==> config.mk <==
export PLATFORM = sky130hd
export DESIGN_NAME = run_ctrl_flat
export DESIGN_NICKNAME = d
export VERILOG_FILES = /design/src/rtl/run_ctrl_if.sv /design/src/rtl/run_ctrl.sv /design/src/flat_wrapper.sv
export SDC_FILE = /design/constraint.sdc
export NUM_CORES = 1
export LEC_CHECK = 0
export CAP_MARGIN = 20
export CORE_MARGIN = 2
export CORE_UTILIZATION = 45
export DETAILED_ROUTE_END_ITERATION = 6
export HOLD_SLACK_MARGIN = 0.03
export PLACE_DENSITY = 0.77
export SLEW_MARGIN = 20
export SYNTH_ARGS = -nofsm -noshare
export SYNTH_HDL_FRONTEND = slang
export SYNTH_SLANG_ARGS = --single-unit
export TNS_END_PERCENT = 5
==> constraint.sdc <==
create_clock -name clk -period 2 [get_ports clk]
set_input_delay 0.5 -clock clk [delete_from_list [all_inputs] [get_ports clk]]
set_output_delay 0.5 -clock clk [all_outputs]
set_load 0.02 [all_outputs]
==> src/rtl/run_ctrl_if.sv <==
// Start/abort/PC inputs and status outputs between the run sequencer and its host.
// The host drives the master side; the sequencer uses the slave side.
interface run_ctrl_if #(
  parameter int PC_W  = 8,
  parameter int CNT_W = 16
);
  logic             start;
  logic             abort;
  logic [PC_W-1:0]  pc;
  logic             core_rst;
  logic             busy;
  logic             done;
  logic             timeout;
  logic [CNT_W-1:0] cycles;

  modport master (
    output start, abort, pc,
    input  core_rst, busy, done, timeout, cycles
  );

  modport slave (
    input  start, abort, pc,
    output core_rst, busy, done, timeout, cycles
  );
endinterface

==> src/rtl/run_ctrl.sv <==
// Run sequencer: turns a start edge into a clean core reset pulse, runs the core,
// and stops on the halt PC or a watchdog expiry, freezing the core until the next start.
module run_ctrl #(
  parameter int              PC_W    = 8,
  parameter logic [PC_W-1:0] DONE_PC = 8'hFF,
  parameter int              CNT_W   = 16,
  parameter int              RST_CYC = 2,
  parameter int              TIMEOUT = 50000
) (
  input  logic       clk,
  input  logic       rst,
  run_ctrl_if.slave  bus
);

  localparam int               RC_W    = (RST_CYC > 1) ? $clog2(RST_CYC) : 1;
  localparam logic [RC_W-1:0]  RC_LAST = RC_W'(RST_CYC - 1);
  localparam bit               WD_EN   = (TIMEOUT != 0);
  localparam logic [CNT_W-1:0] WD_LAST = CNT_W'(TIMEOUT - 1);

  typedef enum logic [2:0] {
    S_IDLE,
    S_RESET,
    S_RUN,
    S_DONE,
    S_FAULT
  } state_t;

  state_t           r_state;
  state_t           w_state_nxt;
  logic             r_start_q;
  logic [RC_W-1:0]  r_rst_cnt;
  logic [RC_W-1:0]  w_rst_cnt_nxt;
  logic [CNT_W-1:0] r_cycles;
  logic [CNT_W-1:0] w_cycles_nxt;
  logic             r_core_rst;
  logic             r_busy;
  logic             r_done;
  logic             r_timeout;

  logic             w_start_pe;
  logic             w_at_done;
  logic             w_wd_hit;

  function automatic logic [CNT_W-1:0] sat_inc(input logic [CNT_W-1:0] c);
    return (c == {CNT_W{1'b1}}) ? c : c + 1'b1;
  endfunction

  assign w_start_pe = bus.start & ~r_start_q;
  assign w_at_done  = (bus.pc == DONE_PC);
  assign w_wd_hit   = WD_EN && (r_cycles == WD_LAST);

  always_ff @(posedge clk) begin
    if (rst) begin
      r_state <= S_IDLE;
    end else begin
      r_state <= w_state_nxt;
    end
  end

  // Priority: abort, then halt PC, then watchdog, then start edge.
  always_comb begin
    w_state_nxt   = r_state;
    w_rst_cnt_nxt = '0;
    w_cycles_nxt  = r_cycles;
    if (bus.abort) begin
      w_state_nxt = S_IDLE;
    end else begin
      case (r_state)
        S_IDLE, S_DONE, S_FAULT: begin
          if (w_start_pe) begin
            w_state_nxt  = S_RESET;
            w_cycles_nxt = '0;
          end
        end
        S_RESET: begin
          if (r_rst_cnt == RC_LAST) begin
            w_state_nxt = S_RUN;
          end else begin
            w_rst_cnt_nxt = r_rst_cnt + 1'b1;
          end
        end
        S_RUN: begin
          if (w_at_done) begin
            w_state_nxt = S_DONE;
          end else begin
            w_cycles_nxt = sat_inc(r_cycles);
            if (w_wd_hit) begin
              w_state_nxt = S_FAULT;
            end
          end
        end
        default: begin
          w_state_nxt = S_IDLE;
        end
      endcase
    end
  end

  // Outputs are decoded from the next state so they line up with the state register.
  always_ff @(posedge clk) begin
    if (rst) begin
      r_start_q  <= 1'b0;
      r_rst_cnt  <= '0;
      r_cycles   <= '0;
      r_core_rst <= 1'b1;
      r_busy     <= 1'b0;
      r_done     <= 1'b0;
      r_timeout  <= 1'b0;
    end else begin
      r_start_q  <= bus.start;
      r_rst_cnt  <= w_rst_cnt_nxt;
      r_cycles   <= w_cycles_nxt;
      r_core_rst <= (w_state_nxt != S_RUN);
      r_busy     <= (w_state_nxt == S_RESET) || (w_state_nxt == S_RUN);
      r_done     <= (w_state_nxt == S_DONE);
      r_timeout  <= (w_state_nxt == S_FAULT);
    end
  end

  assign bus.core_rst = r_core_rst;
  assign bus.busy     = r_busy;
  assign bus.done     = r_done;
  assign bus.timeout  = r_timeout;
  assign bus.cycles   = r_cycles;

endmodule

==> src/flat_wrapper.sv <==
// flat-port wrapper written by rule: the top's interface ports become plain ports
module run_ctrl_flat 
#(
  parameter int              PC_W    = 8,
  parameter logic [PC_W-1:0] DONE_PC = 8'hFF,
  parameter int              CNT_W   = 16,
  parameter int              RST_CYC = 2,
  parameter int              TIMEOUT = 50000
)
  (clk, rst, bus_start, bus_abort, bus_pc, bus_core_rst, bus_busy, bus_done, bus_timeout, bus_cycles);
  run_ctrl_if #(.PC_W(PC_W), .CNT_W(CNT_W)) bus_i ();
  input  logic clk;
  input  logic rst;
  input wire logic [$bits(bus_i.start)-1:0] bus_start;
  input wire logic [$bits(bus_i.abort)-1:0] bus_abort;
  input wire logic [$bits(bus_i.pc)-1:0] bus_pc;
  output wire logic [$bits(bus_i.core_rst)-1:0] bus_core_rst;
  output wire logic [$bits(bus_i.busy)-1:0] bus_busy;
  output wire logic [$bits(bus_i.done)-1:0] bus_done;
  output wire logic [$bits(bus_i.timeout)-1:0] bus_timeout;
  output wire logic [$bits(bus_i.cycles)-1:0] bus_cycles;
  assign bus_i.start = bus_start;
  assign bus_i.abort = bus_abort;
  assign bus_i.pc = bus_pc;
  assign bus_core_rst = bus_i.core_rst;
  assign bus_busy = bus_i.busy;
  assign bus_done = bus_i.done;
  assign bus_timeout = bus_i.timeout;
  assign bus_cycles = bus_i.cycles;
  run_ctrl #(.PC_W(PC_W), .DONE_PC(DONE_PC), .CNT_W(CNT_W), .RST_CYC(RST_CYC), .TIMEOUT(TIMEOUT)) u_core (.clk(clk), .rst(rst), .bus(bus_i));
endmodule
==> flow_summary_export.csv, run 1 <==
group,metric,value,unit
worst_setup_path,crit_chain,"clkdlybuf4s50_1 -> or4b_4 -> o211a_2 -> a2111oi_4 -> xnor2_1 -> nor2_1",
power_and_ir_drop,pwr_density_cell,432,nW/um^2
synthesis,ys_types,49,
worst_setup_path,critPathRequiredTime,2.23,ns
clocking,clk_pin_slew,0.15,ns
worst_setup_path,crit_fanout,3,
global_route,grt_overflow_total,0,
worst_setup_path,cp_slowest_cell,"clkdlybuf4s50_1",
synthesis,synth_top_area_frac,0.354,
synthesis,syn_nets,173,
synthesis,synth_compound_area_frac,0.195,
timing,worst_pin_slew,0.406,ns
synthesis,async_reset_ff_frac,0,
worst_setup_path,path_buf_inv,1,
synthesis,synthSimpleGateAreaFrac,0.328,
global_route,grt_max_degree,16,
timing,rsz0062_at_grt,"no",
clocking,h-tree-depth,1,
routing,post_drt_wl_per_cell,14.1,um
synthesis,ys_seq_elements,25,
worst_hold_path,holdCritPathClass,"register to register",
synthesis,synth.most_common_cell,"dfxtp_1",
synthesis,synthXorXnorAreaFrac,0.00619,
clocking,ctsHoldBuffers,0,
synthesis,synth-edff-count,0,
clocking,clock_path_buffers,2,
clocking,cts_root_buf,"clkbuf_4",
clocking,cts.sinks,25,
place,dp_slack,-0.373,ns
synthesis,synth-main-ff-cell,"dfxtp_1",
global_route,grt_pass1_wl,6110,um
global_route,grt_usage,0.222,
die,core_region_area,3030,sq um
cells_and_area,nFillCells,246,
cells_and_area,fin_util,0.666,
routing,wirelength,3660,um
routing,drtIter0Drc,46,
worst_setup_path,cp.arrival,2.16,ns
power_and_ir_drop,ir_worst_vdd,0.000340,V
timing,clock_skew,0.00523,ns
clocking,cts_tree,"yes",
run,max-cap-violations,0,
routing,ant_nets,0,
die,initial_core_util,0.467,
die,die_y,60.1,um
timing,min_period,1.93,ns
routing,dr.pass1.iters,4,
die,rows,20,
place,placed_area,1950,sq um
synthesis,synth_mux_area_frac,0.0566,
synthesis,yosys_warnings,0,
status,status,"finished clean",
timing,timing.final.crit_share,0.966,
timing,max_freq,0.518,GHz
worst_setup_path,critPathMaxStageDelay,0.49,ns
synthesis,synth_top_area_cell,"dfxtp_1",
synthesis,syn_avg_cell_area,8.84,sq um
global_route,antenna_found_initial,0,
routing,viasPerCell,5.50,
synthesis,netlist_instances,160,
die,die-area,3610,sq um
place,gp_congestion,0.872,
worst_setup_path,crit_path_end_kind,"register",
cells_and_area,finalInstanceArea,2020,sq um
synthesis,ys_top_cells_by_area,"dfxtp_1 35%, mux2i_1 5.7%, or3_1 4.0%",
place,hpwl,2870,um
worst_setup_path,worstSetupPathType,"input port to register",
timing,slew_violations,0,
die,ios,32,
cells_and_area,layout-drive-gt1-share,0.236,
synthesis,ys_seq_area_frac,0.354,
cells_and_area,nets,230,
timing,tns,0,ns
clocking,clock_latency,0.32,ns
timing,fin_ws,0.0690,ns
timing,relSlewSlack,0.728,
synthesis,synth_fa_ha_area_frac,0.00884,
timing,setup_viol,0,
routing,drc,0,
clocking,cts_inserted_buffers,3,
die,die_x,60.1,um
timing,finalHoldViolations,0,
clocking,postCtsSetupRepairBufs,0,
synthesis,syn_area,1420,sq um
cells_and_area,syn2layout_area_growth,42.4,%
place,portBuffers,31,
routing,via_count,1429,
global_route,first_global_vias,1370,
cells_and_area,diodes,0,
worst_setup_path,start_kind,"input port",
synthesis,synthTopCellsByCount,"25 x dfxtp_1, 12 x nand2_1, 10 x a21oi_1",
power_and_ir_drop,power_leakage,0.779,nW
synthesis,synth_top_family_by_area,"simple AND/OR/NAND/NOR gates",
worst_setup_path,path_delay_family,"simple AND/OR/NAND/NOR gates",
==> state kept, by name, summed over array words and instances, names as in the netlist <==
name,count
u_core.r_start_q,1
u_core.r_state,3
u_core.bus.done,1
u_core.bus.busy,1
u_core.bus.timeout,1
u_core.bus.core_rst,1
u_core.bus.cycles,16
u_core.r_rst_cnt,1
==> worst register-to-register path: cells and delay by family, from the launching register on <==
family | cells | cell delay (ns)
compound gates | 2 | 0.48
flops | 1 | 0.42
simple gates | 3 | 0.92
==> area by class of cell <==
class	count	area, sq um	area share
timing repair buffer	60	538	0.267
multi-input combinational	122	868	0.431
inverter	5	18.8	0.00931
sequential	25	505	0.251
clock inverter	1	7.51	0.00372
clock buffer	3	22.5	0.0112
tap	44	55.1	0.0273
==> through the flow <==
stage	power, mW	cells	hold slack [ns]
6_report	0.871	260	0.467
3_3_place_gp	0.635	256	0.439
4_1_cts	0.877	260	0.470
5_1_grt	0.907	260	0.487
2_1_floorplan	0.577	160	0.422
3_5_place_dp	0.638	256	0.448
==> repair_timing <==
item,CTS,global route
setup endpoints to repair,1,18
pin swaps,0,3
hold endpoints to repair,0,0
gates resized for setup,1,11
==> cell families (layout without fill, tap and decap cells) <==
group           count (synthesis)  count (layout)
compound gates                 38              38
xor+xnor                        1               1
fa+ha+maj                       1               1
buf+inv                        13              69
flops                          25              25
mux                             8               8
simple gates                   74              74
==> power breakdown <==
part	switching, mW	internal, mW
combinational	0.0535	0.0665
sequential	0.00435	0.503
clock	0.167	0.0764
==> cell usage in the layout (no fill, tap or decap), types with 7 or more instances in the layout <==
cell type,count
clkdlybuf4s50_1,27
nand2_1,12
buf_4,29
nor2_1,7
nand3_1,7
mux2i_1,8
dfxtp_1,21
or3_1,9
a21oi_1,10
==> metal layers <==
metal,GRT usage,routed length [um]
met1,0.276,1620
met2,0.371,1850
met3,0.0390,145
met4,0.0984,42
met5,0,0
==> final timing paths <==
path,startpoint,end,slack (ns),cells past startpoint
setup / recovery,bus_start,u_core.bus.cycles[0],0.07,6
hold / removal,u_core.r_rst_cnt,u_core.r_rst_cnt,0.47,1
setup reg to reg,u_core.r_state[2],u_core.bus.cycles[3],0.13,5
hold reg to reg,u_core.r_rst_cnt,u_core.r_rst_cnt,0.47,1
Power figures use the tool's default switching activity.
==> run 2, diff against run 1 <==
--- a/config.mk
+++ b/config.mk
@@ -11,6 +11,7 @@
 export DETAILED_ROUTE_END_ITERATION = 6
 export HOLD_SLACK_MARGIN = 0.03
 export PLACE_DENSITY = 0.77
+export SKIP_LAST_GASP = 1
 export SLEW_MARGIN = 20
 export SYNTH_ARGS = -nofsm -noshare
 export SYNTH_HDL_FRONTEND = slang
==> run 2 against run 1 <==
  * Final area shrank 0.99%
  * Wire length shrank 1.3%
  * First-iteration DRC count grew 11%
  * Sequential share of layout area grew 0.063 points
  * Flip-flop and latch count is the same
  * Critical path type unchanged
  * Largest power group unchanged
  * Highest routed layer unchanged
==> flow_summary_export.csv, run 2 (synthesis gave the netlist of run 1 again) <==
group,metric,value,unit
cells_and_area,multi_input_area,862,sq um
global_route,grt_usage,0.222,
routing,ant_nets,0,
worst_setup_path,worstReg2RegEnd,"u_core.bus.cycles[3]",
global_route,antenna_found_initial,0,
cells_and_area,register_area,502,sq um
clocking,cts_root_buf,"clkbuf_4",
clocking,h-tree-depth,1,
routing,post_drt_wl_per_cell,13.9,um
global_route,grt_overflow_total,0,
die,die_y,60.1,um
clocking,clk_pin_slew,0.15,ns
timing,clock_skew,0.00404,ns
run,max-cap-violations,0,
global_route,grt_pass1_wl,6110,um
global_route,grt_max_degree,16,
cells_and_area,layout-drive-gt1-share,0.218,
routing,wirelength,3610,um
worst_setup_path,rrSetupSlack,0.08,ns
cells_and_area,final_common_cell,"clkdlybuf4s50_1",
cells_and_area,layout_common_cells,"31 x clkdlybuf4s50_1, 29 x buf_4, 24 x dfxtp_1",
clocking,cts_inserted_buffers,3,
die,die-area,3610,sq um
place,hpwl,2870,um
cells_and_area,syn2layout_area_growth,41.0,%
place,gp_congestion,0.872,
die,ios,32,
worst_setup_path,cp.arrival,2.21,ns
timing,max_freq,0.504,GHz
cells_and_area,instances_no_fill,260,
timing,relSlewSlack,0.719,
clocking,cts.sinks,25,
status,status,"finished clean",
worst_setup_path,worstSetupPathType,"input port to register",
timing,slew_violations,0,
worst_setup_path,critical_path.endpoint,"u_core.bus.cycles[0]",
worst_setup_path,crit_path_end_kind,"register",
routing,via_count,1442,
timing,rsz0062_at_grt,"yes",
clocking,clock_latency,0.32,ns
cells_and_area,nFillCells,254,
power_and_ir_drop,pwr_density_cell,435,nW/um^2
routing,viasPerCell,5.55,
routing,drtIter0Drc,51,
place,portBuffers,31,
worst_setup_path,start_kind,"input port",
cells_and_area,nets,230,
power_and_ir_drop,ir_worst_vdd,0.000339,V
cells_and_area,largest_register_ffs,16,
clocking,clock_path_buffers,2,
power_and_ir_drop,power_leakage,0.704,nW
routing,drc,0,
timing,min_period,1.99,ns
timing,setup_viol,0,
die,initial_core_util,0.467,
die,die_x,60.1,um
timing,timing.final.crit_share,0.993,
cells_and_area,diodes,0,
timing,whs,0.462,ns
routing,dr.pass1.iters,4,
global_route,first_global_vias,1370,
worst_setup_path,ff2ff_path_depth,5,
place,dp_cells,256,
worst_setup_path,timing.rr.start,"u_core.r_state[0]",
clocking,cts_tree,"yes",
die,core_region_area,3030,sq um
timing,tns,0,ns
worst_setup_path,critPathLaunch,"bus_start",
worst_setup_path,crit_fanout,3,
timing,finalHoldViolations,0,
worst_hold_path,holdCritPathClass,"register to register",
die,rows,20,
timing,worst_pin_slew,0.420,ns
clocking,ctsHoldBuffers,0,
worst_setup_path,critPathRequiredTime,2.23,ns
[run 2: report_power, final]
group,internal [mW],switching [mW]
Sequential,0.503,0.00436
Combinational,0.0672,0.0530
Clock,0.0764,0.165
[run 2: worst min path at each step]
| stage | startpoint | end | slack (ns) | cells after the start |
|---|---|---|---|---|
| after floorplan | u_core.r_rst_cnt | u_core.r_rst_cnt | 0.42 | 1 |
| after global placement | u_core.r_rst_cnt | u_core.r_rst_cnt | 0.44 | 1 |
| after detailed placement | u_core.r_rst_cnt | u_core.r_rst_cnt | 0.45 | 1 |
| after CTS | u_core.r_rst_cnt | u_core.r_rst_cnt | 0.47 | 1 |
| after global routing | u_core.r_rst_cnt | u_core.r_rst_cnt | 0.49 | 1 |
| final | u_core.r_rst_cnt | u_core.r_rst_cnt | 0.46 | 1 |
[run 2: layout make-up]
cell class	count	area share
Timing Repair Buffer	60	0.265
Multi-Input combinational cell	122	0.432
Sequential cell	25	0.251
Inverter	5	0.00940
Clock inverter	1	0.00376
Tap cell	44	0.0276
Clock buffer	3	0.0113
[run 2: worst max-delay path, cell delays in order]
cell	delay, ns
clkdlybuf4s50_1	0.49
or4b_4	0.49
o211a_2	0.17
a2111oi_4	0.36
xnor2_1	0.16
nor2_1	0.05
[run 2: per-layer routing]
layer / GRT usage / vias up / share of wire
met5: 0 / - / 0
met4: 0.0984 / 0 / 0.012
met3: 0.0390 / 4 / 0.045
met2: 0.371 / 39 / 0.50
met1: 0.276 / 670 / 0.44
li1: - / 729 / -
[run 2: metrics by stage]
stage / worst slack (ns) / util / cell area (sq um) / total power, mW
after floorplan: -0.0195 / - / 1420 / 0.577
after global placement: -0.375 / 0.644 / 1950 / 0.635
after detailed placement: -0.373 / 0.644 / 1950 / 0.638
after CTS: 0.0200 / 0.654 / 1980 / 0.877
after global routing: -0.0422 / 0.659 / 2000 / 0.907
final: 0.0148 / 0.659 / 2000 / 0.869
[run 2: timing repair]
| action | CTS | global route |
|---|---|---|
| gates resized for setup | 1 | 3 |
| endpoints found under the setup margin | 1 | 18 |
| buffers inserted | 0 | 0 |
| hold endpoints to repair | 0 | 0 |
